File: src/rtl/alu_issue_ctrl_pkg.sv
// Shared ALU definitions: opcode constants, issue FSM state encoding and
// opcode classification helpers used by the issue controller and the ALU.
package alu_defs;

    // Opcode constants referenced by the issue controller
    localparam logic [4:0] OP_LOAD = 5'b00000;
    localparam logic [4:0] OP_ADD  = 5'b00011;
    localparam logic [4:0] OP_MUL  = 5'b01111;
    localparam logic [4:0] OP_DIV  = 5'b10000;
    localparam logic [4:0] OP_NOT  = 5'b10010;
    localparam logic [4:0] OP_LAST = 5'b10010;

    typedef enum logic [1:0] {
        ST_IDLE = 2'd0,
        ST_EXEC = 2'd1,
        ST_DONE = 2'd2
    } state_t;

    // mul/div take the long settle time and produce a full 64-bit result
    function automatic logic is_muldiv(input logic [4:0] op);
        return (op == OP_MUL) || (op == OP_DIV);
    endfunction

    function automatic logic is_legal(input logic [4:0] op);
        return op <= OP_LAST;
    endfunction

endpackage

File: src/rtl/alu_issue_ctrl_settle_counter.sv
// Settle-time down counter: loaded on accept, decremented while the ALU
// settles, flags the final settle cycle (count == 1).
module alu_settle_counter #(
    parameter int CNT_W = 8
) (
    input  logic             clk,
    input  logic             clr,
    input  logic             i_load,
    input  logic [CNT_W-1:0] i_load_val,
    input  logic             i_dec,
    output logic             o_last
);

    logic [CNT_W-1:0] r_cnt;

    // Load has priority over decrement; never wraps below zero
    always_ff @(posedge clk or posedge clr) begin
        if (clr)
            r_cnt <= '0;
        else if (i_load)
            r_cnt <= i_load_val;
        else if (i_dec && (r_cnt != '0))
            r_cnt <= r_cnt - 1'b1;
    end

    assign o_last = (r_cnt == CNT_W'(1));

endmodule

File: src/rtl/alu_issue_ctrl.sv
// ALU issue/capture controller: accepts one op, drives the ALU with held
// opcode/operands, waits the opcode-dependent settle time and captures the
// 64-bit result into HI/LO registers. One op in flight at a time.
module alu_issue_ctrl
    import alu_defs::*;
#(
    parameter int BASIC_SETTLE  = 1,
    parameter int MULDIV_SETTLE = 4
) (
    input  logic        clk,
    input  logic        clr,
    input  logic        start,
    input  logic [4:0]  op_in,
    input  logic [31:0] a_in,
    input  logic [31:0] b_in,
    output logic [4:0]  alu_opcode,
    output logic [31:0] alu_y,
    output logic [31:0] alu_b,
    input  logic [63:0] alu_z,
    output logic        busy,
    output logic        result_valid,
    input  logic        result_ack,
    output logic [31:0] z_hi,
    output logic [31:0] z_lo,
    output logic        wide,
    output logic        err
);

    localparam int CNT_W = 8;

    state_t           r_state;
    state_t           w_next;
    logic             w_accept;
    logic             w_legal;
    logic             w_last;
    logic             w_capture;
    logic [CNT_W-1:0] w_settle;

    logic [4:0]  r_opcode;
    logic [31:0] r_y;
    logic [31:0] r_b;
    logic [31:0] r_z_hi;
    logic [31:0] r_z_lo;
    logic        r_wide;
    logic        r_err;

    assign w_accept  = (r_state == ST_IDLE) && start;
    assign w_legal   = is_legal(op_in);
    assign w_capture = (r_state == ST_EXEC) && w_last;
    assign w_settle  = is_muldiv(op_in) ? CNT_W'(MULDIV_SETTLE) : CNT_W'(BASIC_SETTLE);

    alu_settle_counter #(.CNT_W(CNT_W)) u_settle (
        .clk        (clk),
        .clr        (clr),
        .i_load     (w_accept && w_legal),
        .i_load_val (w_settle),
        .i_dec      (r_state == ST_EXEC),
        .o_last     (w_last)
    );

    // State register
    always_ff @(posedge clk or posedge clr) begin
        if (clr)
            r_state <= ST_IDLE;
        else
            r_state <= w_next;
    end

    // Next-state: illegal ops skip EXEC; ack in DONE wins over any start
    always_comb begin
        w_next = r_state;
        case (r_state)
            ST_IDLE: if (start)      w_next = w_legal ? ST_EXEC : ST_DONE;
            ST_EXEC: if (w_last)     w_next = ST_DONE;
            ST_DONE: if (result_ack) w_next = ST_IDLE;
            default:                 w_next = ST_IDLE;
        endcase
    end

    // Status outputs decoded from the registered state only
    always_comb begin
        busy         = 1'b0;
        result_valid = 1'b0;
        case (r_state)
            ST_EXEC: busy = 1'b1;
            ST_DONE: begin
                busy         = 1'b1;
                result_valid = 1'b1;
            end
            default: ;
        endcase
    end

    // ALU request registers: written only on the accept edge
    always_ff @(posedge clk or posedge clr) begin
        if (clr) begin
            r_opcode <= '0;
            r_y      <= '0;
            r_b      <= '0;
        end else if (w_accept) begin
            r_opcode <= op_in;
            r_y      <= a_in;
            r_b      <= b_in;
        end
    end

    // Result registers: illegal accept reports err with a zeroed result,
    // otherwise the ALU output is captured on the last settle cycle
    always_ff @(posedge clk or posedge clr) begin
        if (clr) begin
            r_z_hi <= '0;
            r_z_lo <= '0;
            r_wide <= 1'b0;
            r_err  <= 1'b0;
        end else if (w_accept && !w_legal) begin
            r_z_hi <= '0;
            r_z_lo <= '0;
            r_wide <= 1'b0;
            r_err  <= 1'b1;
        end else if (w_capture) begin
            r_z_hi <= alu_z[63:32];
            r_z_lo <= alu_z[31:0];
            r_wide <= is_muldiv(r_opcode);
            r_err  <= 1'b0;
        end
    end

    assign alu_opcode = r_opcode;
    assign alu_y      = r_y;
    assign alu_b      = r_b;
    assign z_hi       = r_z_hi;
    assign z_lo       = r_z_lo;
    assign wide       = r_wide;
    assign err        = r_err;

endmodule
File: config.mk
export PLATFORM = sky130hd
export DESIGN_NAME = alu_issue_ctrl
export DESIGN_NICKNAME = d
export VERILOG_FILES = /design/src/rtl/alu_issue_ctrl_pkg.sv /design/src/rtl/alu_issue_ctrl_settle_counter.sv /design/src/rtl/alu_issue_ctrl.sv
export SDC_FILE = /design/constraint.sdc
export NUM_CORES = 1
export LEC_CHECK = 0
export BUFFER_PORTS_ARGS = -buffer_cell sky130_fd_sc_hd__clkbuf_2
export CORE_UTILIZATION = 46
export CTS_CLUSTER_SIZE = 10
export DETAILED_ROUTE_END_ITERATION = 10
export PLACE_DENSITY = 0.8
export REMOVE_ABC_BUFFERS = 1
export SLEW_MARGIN = 20
export SYNTH_ARGS = -nofsm -noshare
export SYNTH_HDL_FRONTEND = slang
export SYNTH_SLANG_ARGS = --single-unit
export TNS_END_PERCENT = 30
File: constraint.sdc
create_clock -name clk -period 5.48 [get_ports clk]
set_clock_uncertainty 0.05 [all_clocks]
set_input_delay 0.548 -clock clk [delete_from_list [all_inputs] [get_ports clk]]
set_output_delay 0.548 -clock clk [all_outputs]
set_load 0.01 [all_outputs]
==> results.cfg <==
[global_routing]
grt_overflow = 0
grt_use_total = 0.219
grt_pass1_vias = 4289
antenna_found_initial = 0
grt_max_degree = 94
grt_pass1_wl_um = 21100

[routing]
wl_met3_um = 1030
drc_errors = 0
wl_met2_um = 6640
routed_wl_um = 13100
wl_met1_um = 5080
num_vias = 4101
drtPass1Iterations = 4
ant_nets = 0
viasPerCell = 5.11
drtIter0Drc = 196
post_drt_wl_per_cell_um = 16.3
highest_layer = met4

[timing]
tightest_slew_ps = 843
slew_headroom = 0.438
max_freq_mhz = 439
setup_tns_ps = 0
hold_viol = 0
rsz0062_at_grt = no
fin_crit_sh = 0.416
setup_violations = 0
period_needed_ps = 2280
finalMaxSlewViolations = 0

[yosys]
yosysTopAreaCell = dfrtp_1
syn_area_um2 = 5600
ys.flop_type = dfrtp_1
synth_top_area_share = 0.647
yosysWarnings = 0
synth.top_cells.by_area = dfrtp_1 65%, mux2_2 14%, a22o_1 10%
ys_seq_area_frac = 0.647
synth_most_common_cell = dfrtp_1
syn_inst = 374
synth_cell_types = 38
synth_common_cells = 145 x dfrtp_1, 68 x mux2_2, 66 x a22o_1
ys_async_sr_fraction = 1.00
synth_edf_count = 0
synth.avg_cell_area_um2 = 15.0
ys_seq_elements = 145

[clock_tree]
cts_sinks = 145
cts_max_level = 4
post-cts-setup-buffers = 0
cts_resized = 0
clock_path_buffers = 2
cts_buffers = 17
insertion_delay_ps = 410
clkTransAtPathRegs_ps = 60
ctsHoldBuffers = 0
tritoncts = built
clockRootBuffer = clkbuf_16

[critical_path]
rr_startpoint = u_settle.r_cnt[2]
r2r_end = z_hi[0]
startpoint_type = flip-flop
critPathRequiredTime_ps = 5770
cp_data_arrival_time_ps = 2570
cpPeakStageDelay_ps = 530
crit_type = flip-flop to flip-flop
cp_cell_sequence = nor4_4, nand3_1, a21oi_4, buf_4, a22o_1
reg2reg_slack_ps = 3200
worst_setup_path_end_kind = flip-flop
crit_family = simple AND/OR/NAND/NOR gates
r2r.worst_path.cells = 5
slowest_stage = buf_4
path_buf_inv = 1
cp_max_fo = 65

[floorplan]
fp.coreArea_um2 = 11700
fp.dieW_um = 112
die_y_um = 112
initial_utilization = 0.481
fp-row-count = 39
die_area_um2 = 12600
io-pin-count = 274

[finish]
nets = 789
fillCellCount = 855
drive_above_1_share = 0.581
multiInputGateArea_um2 = 1820
syn2layout_area_growth_pct = 37.5
postLayoutCoreUtil = 0.661
regArea_um2 = 3630
diodes = 0

[outcome]
outcome = completed

[power]
p_leak_uw = 0.00404
power.density_nw_per_um2 = 586
ir_drop_uv = 311

[placement]
gp_congestion = 0.789
portBuffers = 273
place_hpwl_um = 9620

[worst_hold_path]
hp-class = input pin to async pin

[flow_run]
maxCapViolCount = 0
[worst max path at each step]
stage | depth (start not counted) | slack [ps] | to | start
final | 5 | 3200 | z_hi[0] | u_settle.r_cnt[2]
after global routing | 5 | 3020 | z_hi[0] | u_settle.r_cnt[2]
after CTS | 5 | 3200 | z_hi[0] | u_settle.r_cnt[2]
after detailed placement | 6 | 3190 | z_hi[22] | op_in[0]
after global placement | 6 | 3300 | z_hi[12] | op_in[0]
after floorplan | 1 | 990 | alu_b[0] | clr
[kinds of logic (layout without fill, tap and decap cells)]
kind of cell / count (synthesis) / in the layout / share of synthesized area
adder cells (fa/ha/maj): 5 / 5 / 0.0112
buffers and inverters: 30 / 315 / 0.0326
XOR/XNOR: 4 / 4 / 0.00625
flip-flops: 145 / 145 / 0.647
AO/OA/AOI/OAI: 87 / 87 / 0.128
AND/OR/NAND/NOR: 34 / 34 / 0.0359
multiplexers: 69 / 69 / 0.138
[flip-flops by register name (all words and copies together) (netlist names)]
name	cells
u_settle.r_cnt	8
wide	1
err	1
alu_b	32
r_state	2
alu_opcode	5
z_lo	32
alu_y	32
z_hi	32
[metal layers]
metal	global-route usage	vias to the layer above
li1	-	1930
met1	0.249	1961
met2	0.376	190
met3	0.0761	20
met4	0.0969	0
met5	0	-
[cell usage in the layout, fill, tap and decap left out, types with 4 or more instances in the layout]
cell	count
clkbuf_2	273
dfrtp_1	145
mux2_2	68
a22o_1	66
clkbuf_16	17
nor2_1	8
inv_1	6
nand2_1	5
o21ai_0	5
ha_1	5
bufinv_16	5
a211oi_1	4
buf_4	4
[metrics by stage]
step	instance area, um2	cells	hold WS, ps	total power [uW]	setup WS, ps
2_1_floorplan	5450	351	477	2630	987
3_3_place_gp	7050	771	436	3230	3300
3_5_place_dp	7050	771	443	3300	3190
4_1_cts	7700	802	273	4570	3200
5_1_grt	7700	802	290	4780	3020
6_report	7700	802	246	4520	3200
[layout make-up]
cell class,instances,share of cell area
inverters,7,0.00406
flip-flops and latches,145,0.471
repair buffers,277,0.181
multi-input cells,199,0.236
clock buffers,21,0.0611
well taps,143,0.0232
clock inverters,10,0.0235
[power by group]
part | internal (uW) | switching, uW | leakage [uW]
clock network | 840 | 414 | 0.000319
registers | 1510 | 270 | 0.00184
logic | 755 | 733 | 0.00188
Note: power is estimated with default switching activity, not from simulation.
